[src/rtl/biu_pkg.sv]
// Shared types and constants for the bus-cycle sequencer.
package biu_pkg;

   typedef enum logic [2:0] {
      S_IDLE,
      S_T1,
      S_T2,
      S_T3,
      S_T4,
      S_HOLD
   } biu_state_e;

   // Inactive levels of the bus strobes (outside of an active phase).
   localparam logic ALE_IDLE   = 1'b0;
   localparam logic RD_N_IDLE  = 1'b1;
   localparam logic WR_N_IDLE  = 1'b1;
   localparam logic DEN_N_IDLE = 1'b1;
   localparam logic DTR_IDLE   = 1'b1;
   localparam logic IOM_IDLE   = 1'b0;

   // Number of bus beats needed to move one full CPU word.
   function automatic int unsigned biu_beats(input int unsigned data_w,
                                             input int unsigned bus_w);
      return data_w / bus_w;
   endfunction

endpackage

[src/rtl/biu_wait_timer.sv]
// Counts consecutive wait states in T3 and flags when the limit is reached.
module biu_wait_timer #(
   parameter int unsigned WAIT_MAX = 0
) (
   input  logic clk_i,
   input  logic rst_ni,
   input  logic clr_i,
   input  logic inc_i,
   output logic expire_o
);

   localparam int unsigned CW = (WAIT_MAX > 0) ? $clog2(WAIT_MAX + 1) : 1;

   logic [CW-1:0] cnt_q, cnt_d;

   // Clear has priority; the count saturates so it can never wrap back.
   always_comb begin
      cnt_d = cnt_q;
      if (clr_i) begin
         cnt_d = '0;
      end else if (inc_i && (cnt_q != '1)) begin
         cnt_d = cnt_q + CW'(1);
      end
   end

   // Counter register.
   always_ff @(posedge clk_i or negedge rst_ni) begin
      if (!rst_ni) begin
         cnt_q <= '0;
      end else begin
         cnt_q <= cnt_d;
      end
   end

   // A limit of zero means wait states never abort the cycle.
   assign expire_o = (WAIT_MAX != 0) && (cnt_q == CW'(WAIT_MAX));

endmodule

[src/rtl/biu_bus_cycle.sv]
// Bus-cycle sequencer: splits CPU transfers into T1-T2-T3-(TW)-T4 bus beats.
module biu_bus_cycle
   import biu_pkg::*;
#(
   parameter int unsigned ADDR_W   = 20,
   parameter int unsigned DATA_W   = 16,
   parameter int unsigned BUS_W    = 8,
   parameter int unsigned WAIT_MAX = 0
) (
   input  logic              clk,
   input  logic              rst,
   input  logic              req,
   input  logic              we,
   input  logic              m_io,
   input  logic              word,
   input  logic [ADDR_W-1:0] addr,
   input  logic [DATA_W-1:0] wdata,
   output logic              busy,
   output logic              done,
   output logic              err,
   output logic [DATA_W-1:0] rdata,
   output logic [ADDR_W-1:0] a_o,
   output logic [BUS_W-1:0]  ad_o,
   output logic              ad_oe,
   input  logic [BUS_W-1:0]  ad_i,
   output logic              ale,
   output logic              rd_n,
   output logic              wr_n,
   output logic              den_n,
   output logic              dtr,
   output logic              iom,
   input  logic              ready,
   input  logic              hold,
   output logic              hlda
);

   localparam int unsigned NB = biu_beats(DATA_W, BUS_W);
   localparam int unsigned KW = (NB > 1) ? $clog2(NB) : 1;
   localparam logic [KW-1:0]     K_LAST = KW'(NB - 1);
   localparam logic [ADDR_W-1:0] STEP   = ADDR_W'(BUS_W / 8);

   biu_state_e        state_q, state_d;
   logic [KW-1:0]     k_q, k_d;
   logic              abort_q, abort_d;
   logic              we_q, we_d;
   logic              m_io_q, m_io_d;
   logic              word_q, word_d;
   logic [ADDR_W-1:0] addr_q, addr_d;
   logic [DATA_W-1:0] wdata_q, wdata_d;
   logic [DATA_W-1:0] rdata_q, rdata_d;
   logic [BUS_W-1:0]  wbeat;
   logic              last_beat;
   logic              wt_clr, wt_inc, wt_expire;

   biu_wait_timer #(
      .WAIT_MAX(WAIT_MAX)
   ) u_wait_timer (
      .clk_i   (clk),
      .rst_ni  (rst),
      .clr_i   (wt_clr),
      .inc_i   (wt_inc),
      .expire_o(wt_expire)
   );

   assign a_o       = addr_q + (ADDR_W'(k_q) * STEP);
   assign last_beat = !word_q || (k_q == K_LAST);
   assign rdata     = rdata_q;

   // Select the little-endian write slice for the current beat.
   always_comb begin
      wbeat = '0;
      for (int unsigned i = 0; i < NB; i++) begin
         if (k_q == KW'(i)) begin
            wbeat = wdata_q[i*BUS_W +: BUS_W];
         end
      end
   end

   // State, beat counter, capture and read-data registers.
   always_ff @(posedge clk or negedge rst) begin
      if (!rst) begin
         state_q <= S_IDLE;
         k_q     <= '0;
         abort_q <= 1'b0;
         we_q    <= 1'b0;
         m_io_q  <= 1'b0;
         word_q  <= 1'b0;
         addr_q  <= '0;
         wdata_q <= '0;
         rdata_q <= '0;
      end else begin
         state_q <= state_d;
         k_q     <= k_d;
         abort_q <= abort_d;
         we_q    <= we_d;
         m_io_q  <= m_io_d;
         word_q  <= word_d;
         addr_q  <= addr_d;
         wdata_q <= wdata_d;
         rdata_q <= rdata_d;
      end
   end

   // Next-state logic and bus strobes for each phase of a beat.
   always_comb begin
      state_d = state_q;
      k_d     = k_q;
      abort_d = abort_q;
      we_d    = we_q;
      m_io_d  = m_io_q;
      word_d  = word_q;
      addr_d  = addr_q;
      wdata_d = wdata_q;
      rdata_d = rdata_q;
      wt_clr  = 1'b0;
      wt_inc  = 1'b0;
      busy    = 1'b0;
      done    = 1'b0;
      err     = 1'b0;
      hlda    = 1'b0;
      ad_oe   = 1'b0;
      ad_o    = '0;
      ale     = ALE_IDLE;
      rd_n    = RD_N_IDLE;
      wr_n    = WR_N_IDLE;
      den_n   = DEN_N_IDLE;
      dtr     = DTR_IDLE;
      iom     = IOM_IDLE;

      unique case (state_q)
         S_IDLE: begin
            if (hold) begin
               state_d = S_HOLD;
            end else if (req) begin
               we_d    = we;
               m_io_d  = m_io;
               word_d  = word;
               addr_d  = addr;
               wdata_d = wdata;
               rdata_d = '0;
               k_d     = '0;
               abort_d = 1'b0;
               state_d = S_T1;
            end
         end
         S_T1: begin
            busy    = 1'b1;
            ale     = 1'b1;
            ad_oe   = 1'b1;
            ad_o    = a_o[BUS_W-1:0];
            dtr     = we_q;
            iom     = m_io_q;
            wt_clr  = 1'b1;
            state_d = S_T2;
         end
         S_T2, S_T3: begin
            busy  = 1'b1;
            rd_n  = we_q;
            wr_n  = !we_q;
            den_n = 1'b0;
            dtr   = we_q;
            iom   = m_io_q;
            if (we_q) begin
               ad_oe = 1'b1;
               ad_o  = wbeat;
            end
            if (state_q == S_T2) begin
               state_d = S_T3;
            end else if (ready) begin
               if (!we_q) begin
                  for (int unsigned i = 0; i < NB; i++) begin
                     if (k_q == KW'(i)) begin
                        rdata_d[i*BUS_W +: BUS_W] = ad_i;
                     end
                  end
               end
               state_d = S_T4;
            end else if (wt_expire) begin
               abort_d = 1'b1;
               state_d = S_T4;
            end else begin
               wt_inc = 1'b1;
            end
         end
         S_T4: begin
            busy = 1'b1;
            if (last_beat || abort_q) begin
               done    = 1'b1;
               err     = abort_q;
               state_d = S_IDLE;
            end else begin
               k_d     = k_q + KW'(1);
               state_d = S_T1;
            end
         end
         S_HOLD: begin
            hlda = 1'b1;
            if (!hold) begin
               state_d = S_IDLE;
            end
         end
         default: begin
            state_d = S_IDLE;
         end
      endcase
   end

endmodule

[config.mk]
export PLATFORM = sky130hd
export DESIGN_NAME = biu_bus_cycle
export DESIGN_NICKNAME = d
export VERILOG_FILES = /design/src/rtl/biu_pkg.sv /design/src/rtl/biu_wait_timer.sv /design/src/rtl/biu_bus_cycle.sv
export SDC_FILE = /design/constraint.sdc
export NUM_CORES = 1
export LEC_CHECK = 0
export BUFFER_PORTS_ARGS = -buffer_cell sky130_fd_sc_hd__clkbuf_2
export CAP_MARGIN = 20
export CORE_MARGIN = 4
export CORE_UTILIZATION = 45
export CTS_CLUSTER_DIAMETER = 30
export DETAILED_ROUTE_END_ITERATION = 12
export PLACE_DENSITY = 0.78
export SLEW_MARGIN = 20
export SYNTH_ARGS = -nofsm -noshare
export SYNTH_HDL_FRONTEND = slang
export SYNTH_SLANG_ARGS = --single-unit
[constraint.sdc]
create_clock -name clk -period 1.7 [get_ports clk]
set_clock_uncertainty 0.05 [all_clocks]
set_input_delay 0.34 -clock clk [delete_from_list [all_inputs] [get_ports clk]]
set_output_delay 0.34 -clock clk [all_outputs]
set_load 0.01 [all_outputs]
==> results.ini, run 1 <==
[cells_and_area]
area_delta_synth_final_pct = 68.85
final_common_cell = clkbuf_2
final_cell_mix = clkbuf_2 (74), dfrtp_1 (57), mux2_4 (40), buf_6 (33), buf_4 (30)
antennaDiodeCount = 0
stdcell_count = 492
nets = 464
drive_gt1_share_pct = 69.88
fin_area_mm2 = 0.004992
num-fill-cells = 362

[logic_synthesis]
seq_area_frac_synth_pct = 49.94
syn_area_mm2 = 0.002957
synth_area_per_cell_um2 = 12.37
ys_ff_latch = 59
synth_fp_nets = 293
syn-instance-count = 239
ys_types = 34
yosys_warnings = 0

[critical_path]
cpMaxStageDelayCell = dfrtp_1
crit_arrival_ns = 1.78
path_cells = ha_4 > buf_6 > nand4_1 > buf_4 > nor2_4 > xor2_1 > buf_2
critPathCaptureType = primary output
required_ns = 1.31
cp_slowest_stage_delay_ns = 0.40
path_max_fanout = 4
worst-setup-path-type = flop to primary output
cp-start-kind = flop

[global_routing]
grt_util_all_layers_pct = 21.02
grt_pass1_vias = 2637
antenna_found_initial = 1
grt_max_degree = 60
grt_first_pass_wirelength_um = 12520
grt_overflow = 0

[timing]
hold_viol = 0
final.period_utilization_pct = 127.5
max_freq_mhz = 461.2
final.min_clock_period_ns = 2.168
drv_slew = 0
setup_violations = 76
rsz0062_at_grt = yes
worst_slack_ns = -0.4681

[pwr]
p_leak_uw = 0.002445
ir_drop_mv = 1.163
p_per_area_mw_per_mm2 = 1963

[hold_path]
hp-class = primary input to flop

[outcome]
status = finished with violations
violations = setup timing

[place]
port_buffers = 105
dpl-instance-area_mm2 = 0.003840
hpwl_um = 5296
gp_congestion = 0.7905
dp.cells = 442

[die]
coreArea_mm2 = 0.006350
die_w_um = 89.06
die_h_um = 89.06
start_util_pct = 46.56
row_count = 29
dieArea_mm2 = 0.007931
pin_count = 107

[clock_network]
cts.path.max_buffers = 2
htree_num_levels = 3
clk_latency_ns = 0.33
clk_pin_slew_ns = 0.07
clockRootBuffer = clkbuf_8
cts_tree = built
clock_sinks = 59
cts_buffers = 9

[job]
cap_violations = 0

[detailed_routing]
drc_errors = 0
wl_per_cell_um = 18.72
antenna_left = 0
totalWireLength_um = 9209
dr_total_vias = 2604
via_per_inst = 5.293
firstDrtPassIters = 4
drt_iter0_drc = 49

registers in the layout (all words and copies together), names as in the netlist:
register	cells
k_q	1
word_q	1
addr_q	20
state_q	3
m_io_q	1
we_q	1
wdata_q	16
rdata	16
through the flow:
stage | setup slack (ns) | hold slack (ns) | power [uW] | TNS (ns) | util (%)
2_1_floorplan | 0.001285 | -0.005591 | 4772 | 0 | -
3_3_place_gp | -0.1133 | 0.3223 | 6368 | -0.6914 | 60.47
3_5_place_dp | -0.1606 | 0.3246 | 6486 | -1.205 | 60.47
4_1_cts | -0.4350 | 0.1753 | 8788 | -12.07 | 70.86
5_1_grt | -0.5251 | 0.1667 | 10340 | -19.86 | 78.62
6_report | -0.4681 | 0.1856 | 9802 | -14.57 | 78.62
report_power, final:
part	internal (uW)	switching (uW)	total [uW]
logic	3380	2480	5850
clock network	716	598	1310
registers	2090	549	2630
cell type report:
cell class,count,area [um2],area share (%)
Multi-Input combinational cell,166,1882,37.69
Tap cell,77,96.34,1.930
Inverter,4,15.01,0.3008
Sequential cell,59,1479,29.62
Clock inverter,6,65.06,1.303
Clock buffer,10,137.6,2.757
Timing Repair Buffer,170,1318,26.39
per-layer routing:
| metal | track usage (%) | share of wire [%] | up-vias |
|---|---|---|---|
| met5 | 0 | 0.21 | - |
| met4 | 6.631 | 1.9 | 2 |
| met3 | 5.991 | 5.3 | 17 |
| met2 | 35.96 | 52 | 84 |
| met1 | 25.75 | 41 | 1308 |
| li1 | - | - | 1193 |
what timing repair did:
| item | CTS | global route |
|---|---|---|
| endpoints found under the setup margin | 39 | 93 |
| endpoints found under the hold margin | 59 | 0 |
| setup buffers | 18 | 9 |
| gates resized for setup | 67 | 105 |
| cloned | 2 | 4 |
| pin swaps | 27 | 17 |
| hold buffers | 1 | 0 |
synthesized netlist by cell type:
master	n	area share [%]
nor3b_1	1	0.25
nor2_1	5	0.63
nand3_1	9	1.5
nand4_1	5	1.1
mux2i_1	9	3.0
a21oi_1	1	0.17
a2bb2oi_1	1	0.30
nor3_2	1	0.34
nand2_1	13	1.7
nor4_2	1	0.42
and2_1	8	1.7
and4_1	3	0.89
buf_4	6	1.5
o22ai_1	1	0.21
mux2_1	5	1.9
nor2_4	1	0.38
xnor2_1	16	4.7
o2bb2ai_1	4	1.2
nand2b_1	3	0.63
a221oi_4	1	0.89
o21ai_0	6	1.0
dfrtp_1	59	50
or3_1	1	0.21
conb_1	1	0.13
and3_1	3	0.63
nand2b_4	1	0.47
inv_1	4	0.51
o21ai_2	2	0.59
xor2_1	3	0.89
nor3_1	6	1.0
nor2b_1	2	0.42
mux2_2	50	19
buf_2	5	0.85
ha_1	2	0.85
cell families after synthesis:
family / after synthesis / share of synthesized area (%)
other: 1 / 0.1268
adders and majority gates: 2 / 0.8462
xor gates and xnor gates: 19 / 5.628
muxes: 64 / 23.99
and+or+nand+nor: 63 / 12.23
buffers and inverters: 15 / 2.877
AOI/OAI and AO/OA: 16 / 4.359
DFF: 59 / 49.94
worst max-delay path: cells and delay by family, from the launching register on:
family	cells	cell delay, ns
xor gates and xnor gates	1	0.22
DFF	1	0.40
and+or+nand+nor	2	0.19
adders and majority gates	1	0.17
buffers and inverters	3	0.46
final timing paths:
kind                            startpoint          to  slack, ns  depth (start not counted)
worst min-delay path              addr[10]  addr_q[10]       0.19                          2
worst max register to register  state_q[1]   addr_q[0]      -0.15                          6
min in group asynchronous              rst   addr_q[4]       0.49                          3
worst max-delay path             addr_q[0]      a_o[9]      -0.47                          7
worst min register to register      m_io_q      m_io_q       0.45                          1
max in group asynchronous              rst  state_q[2]       0.81                          3
Power figures use the tool's default switching activity.
==> inputs of run 2 (changes only) <==
--- a/config.mk
+++ b/config.mk
@@ -5,13 +5,13 @@
 export SDC_FILE = /design/constraint.sdc
 export NUM_CORES = 1
 export LEC_CHECK = 0
-export BUFFER_PORTS_ARGS = -buffer_cell sky130_fd_sc_hd__clkbuf_2
 export CAP_MARGIN = 20
 export CORE_MARGIN = 4
-export CORE_UTILIZATION = 45
+export CORE_UTILIZATION = 68
 export CTS_CLUSTER_DIAMETER = 30
 export DETAILED_ROUTE_END_ITERATION = 12
-export PLACE_DENSITY = 0.78
+export DONT_BUFFER_PORTS = 1
+export PLACE_DENSITY = 0.86
 export SLEW_MARGIN = 20
 export SYNTH_ARGS = -nofsm -noshare
 export SYNTH_HDL_FRONTEND = slang
==> constraint.sdc (replaced) <==
create_clock -name clk -period 2.65 [get_ports clk]
set_clock_uncertainty 0.05 [all_clocks]
set_input_delay 0.53 -clock clk [delete_from_list [all_inputs] [get_ports clk]]
set_output_delay 0.53 -clock clk [all_outputs]
set_load 0.01 [all_outputs]
==> results.ini, run 2 (synthesized netlist as in run 1, its figures left out) <==
[outcome]
status = finished, final reports clean

[critical_path]
regToRegStartpoint = state_q[2]
worst-setup-path-type = flop to primary output
path_cells = nor2b_1 > nand2_1 > o21ai_0 > buf_4
cp_slowest_stage_delay_ns = 0.59
cpMaxStageDelayCell = dfrtp_1
crit_arrival_ns = 1.94
critPathCaptureType = primary output
path_max_fanout = 10
cp-start-kind = flop
crit_path_start = state_q[1]
required_ns = 2.07

[global_routing]
grt_util_all_layers_pct = 25.49
grt_max_degree = 60
antenna_found_initial = 0
grt_overflow = 0
grt_pass1_vias = 2096
grt_first_pass_wirelength_um = 10260

[timing]
drv_slew = 0
setup_tns_ns = 0
max_freq_mhz = 396.7
setup_violations = 0
final.min_clock_period_ns = 2.521
worstMarginPinSlew_ns = 0.5334
rsz0062_at_grt = no
hold_viol = 0
maxSlewHeadroom_pct = 64.44
hold_slack_ns = 0.007504
final.period_utilization_pct = 95.12

[job]
cap_violations = 0

[cells_and_area]
largest_register = addr_q
num-fill-cells = 257
multi_input_comb_area_mm2 = 0.001409
final_cell_mix = dfrtp_1 (59), mux2_2 (50), buf_4 (17), xnor2_1 (16), nand2_1 (13)
nets = 311
antennaDiodeCount = 0
area_delta_synth_final_pct = 11.38
final_common_cell = dfrtp_1
drive_gt1_share_pct = 33.72
register_area_mm2 = 0.001476
largest_reg_flops = 20
stdcell_count = 311

[detailed_routing]
drc_errors = 0
drt_iter0_drc = 111
totalWireLength_um = 6429
wl_per_cell_um = 20.67
firstDrtPassIters = 4
dr_total_vias = 1954
antenna_left = 0
via_per_inst = 6.283

[pwr]
p_sw_share_pct = 38.60
internal_power_uw = 2629
comb_power_share_pct = 40.3
pwr-share-clk_pct = 17.7
p_leak_uw = 0.001438
sequentialPowerShare_pct = 42.1
switching_power_uw = 1652
total_power_uw = 4281
p_per_area_mw_per_mm2 = 1300
ir_drop_mv = 0.7414

[clock_network]
cts_buffers = 9
htree_num_levels = 3
cts_tree = built
clockRootBuffer = clkbuf_8
clk_pin_slew_ns = 0.06
cts.path.max_buffers = 2
clk_latency_ns = 0.33
clock_sinks = 59

[place]
port_buffers = 0
dp.cells = 295
gp_congestion = 0.8443
hpwl_um = 4645

[die]
pin_count = 107
die_w_um = 73.94
row_count = 23
dieArea_mm2 = 0.005467
coreArea_mm2 = 0.004115
die_h_um = 73.94
start_util_pct = 71.85

[hold_path]
hp-class = primary input to async pin

## run 2: timing repair
item	CTS	global route
buffers inserted	0	0
resized for setup	0	1
endpoints found under the setup margin	0	1
hold buffers	1	0
hold endpoints to repair	59	0
## run 2: stage by stage
stage | setup slack [ns] | instance area, um2 | utilization (%)
2_1_floorplan | 0.6629 | 2957 | -
3_3_place_gp | 0.5363 | 3085 | 74.98
3_5_place_dp | 0.5143 | 3085 | 74.98
4_1_cts | 0.1412 | 3288 | 79.90
5_1_grt | 0.001862 | 3293 | 80.02
6_report | 0.1293 | 3293 | 80.02
## run 2: power groups by stage
stage	sequential (uW)	combinational [uW]	clock, uW
6_report	1800	1720	756
5_1_grt	1860	1890	811
4_1_cts	1800	1730	772
3_5_place_dp	1810	1700	0
3_3_place_gp	1780	1650	0
2_1_floorplan	1640	1360	0
## run 2: final timing paths
path	to	cells after the start	slack [ns]
hold reg to reg	wdata_q[0]	1	0.44
setup / recovery	ad_o[1]	4	0.13
min in group clk	state_q[2]	1	0.28
hold / removal	state_q[2]	1	0.008
setup reg to reg	addr_q[1]	3	0.74
max in group asynchronous	rdata[13]	1	2.29
## run 2: routing by layer
metal  track usage, %  up-vias  routed length, um
li1                 -      887                  -
met1            31.26      970               2522
met2            41.04       84               3248
met3            8.243       13                535
met4            12.07        0                123
met5                0        -                  0
## run 2: cell type report
type | count | area share [%]
clock buffers | 12 | 4.103
clock inverters | 3 | 1.216
inverters | 4 | 0.4559
multi-input cells | 165 | 42.78
flip-flops and latches | 59 | 44.83
well taps | 50 | 1.900
repair buffers | 18 | 4.711
## run 2: critical path: cells and delay by family, from the launching register on
family                 cells  cell delay [ns]
AOI/OAI and AO/OA          1             0.31
buffers and inverters      1             0.17
and+or+nand+nor            2             0.55
DFF                        1             0.59
==> inputs of run 3 (changes only) <==
==> constraint.sdc (replaced) <==
create_clock -name clk -period 3.3 [get_ports clk]
set_clock_uncertainty 0.05 [all_clocks]
set_input_delay 0.66 -clock clk [delete_from_list [all_inputs] [get_ports clk]]
set_output_delay 0.66 -clock clk [all_outputs]
set_load 0.01 [all_outputs]
==> results.ini, run 3 (synthesized netlist as in run 1, its figures left out) <==
[pwr]
ir_drop_mv = 0.6591
total_power_uw = 3536
p_per_area_mw_per_mm2 = 1075
p_leak_uw = 0.001416

[global_routing]
grt_max_degree = 60
grt_overflow = 0
grt_util_all_layers_pct = 24.53
antenna_found_initial = 0
grt_first_pass_wirelength_um = 9825
grt_pass1_vias = 1940

[die]
coreArea_mm2 = 0.004115
pin_count = 107
die_w_um = 73.94
die_h_um = 73.94
row_count = 23
dieArea_mm2 = 0.005467
start_util_pct = 71.85

[cells_and_area]
antennaDiodeCount = 0
num-fill-cells = 232
largest_register = addr_q
drive_gt1_share_pct = 31.33
register_area_mm2 = 0.001476
area_delta_synth_final_pct = 11.21
final_common_cell = dfrtp_1
final_cell_mix = dfrtp_1 (59), mux2_2 (50), xnor2_1 (16), nand2_1 (13), clkbuf_8 (12)
largest_reg_flops = 20
nets = 298
multi_input_comb_area_mm2 = 0.001404
stdcell_count = 299
finish.utilization_pct = 79.90

[clock_network]
cts_setup_buffers = 0
clock_sinks = 59
ctsResizeCount = 0
cts.path.max_buffers = 2
holdBufCountCts = 1
cts_buffers = 9
cts_tree = built
htree_num_levels = 3
clockRootBuffer = clkbuf_8
clk_latency_ns = 0.32
clk_pin_slew_ns = 0.06

[critical_path]
path_max_fanout = 11
regToRegStartpoint = state_q[2]
endpoint = ad_o[0]
cp-start-kind = flop
critPathCaptureType = primary output
crit_arrival_ns = 2.02
worst-setup-path-type = flop to primary output
crit_path_start = state_q[1]
cpLargestDelayFamily = flip-flops
path_depth = 4
critical_path_buf_inv_count = 1
cp_slowest_stage_delay_ns = 0.58
r2r_setup_slack_ns = 1.13
path_cells = nor2b_1 > buf_4 > nand2_1 > o21ai_0
rr_worst_depth = 3
cpMaxStageDelayCell = dfrtp_1
required_ns = 2.59
rr_endpoint = wdata_q[15]

[detailed_routing]
drt_iter0_drc = 83
drc_errors = 0
firstDrtPassIters = 6
antenna_left = 0
via_per_inst = 6.214
dr_total_vias = 1858
totalWireLength_um = 6168
wl_per_cell_um = 20.63

[timing]
rsz0062_at_grt = no
hold_viol = 0
maxSlewHeadroom_pct = 47.29
hold_slack_ns = 0.1387
setup_violations = 0
worstMarginPinSlew_ns = 0.7848
final.period_utilization_pct = 82.69
max_freq_mhz = 366.5
final.min_clock_period_ns = 2.729
setup_tns_ns = 0
drv_slew = 0

[outcome]
status = finished, final reports clean

[place]
hpwl_um = 4416
gp_congestion = 0.7948
port_buffers = 0
dp.cells = 282

[job]
cap_violations = 0

[hold_path]
hp-class = primary input to async pin

-- run 3: layout make-up --
| cell class | instances | area share, % |
|---|---|---|
| Sequential cell | 59 | 44.90 |
| Multi-Input combinational cell | 165 | 42.69 |
| Clock buffer | 12 | 5.023 |
| Clock inverter | 4 | 2.892 |
| Timing Repair Buffer | 5 | 2.131 |
| Tap cell | 50 | 1.903 |
| Inverter | 4 | 0.4566 |
-- run 3: worst min path at each step --
stage	end	cells after the start	slack [ns]
2_1_floorplan	addr_q[0]	0	0.31
3_3_place_gp	addr_q[15]	0	0.32
3_5_place_dp	addr_q[14]	0	0.32
4_1_cts	addr_q[19]	1	0.15
5_1_grt	addr_q[18]	1	0.16
6_report	addr_q[19]	1	0.14
-- run 3: power by group --
part | total, uW | switching (uW) | internal (uW)
logic | 1260 | 655 | 602
clock network | 835 | 273 | 562
registers | 1440 | 372 | 1070
-- run 3: worst reg2reg max path, cell delays in order, from the launching register on --
cell and delay (ns):
dfrtp_1 0.55, nor4_4 0.79, buf_12 0.29, mux2_2 0.38
-- run 3: through the flow --
stage                     setup WS [ns]  instance area [um2]
after global routing             0.4197                 3288
after CTS                        0.5374                 3288
after global placement           0.9465                 3000
after detailed placement         0.8966                 3000
final                            0.5713                 3288
after floorplan                   1.183                 2957
-- run 3: metal layers --
metal	wire length, um	global-route usage [%]	vias up
li1	-	-	859
met1	2534	31.29	917
met2	2982	38.09	74
met3	559	8.649	8
met4	91	10.66	0
met5	0	0	-
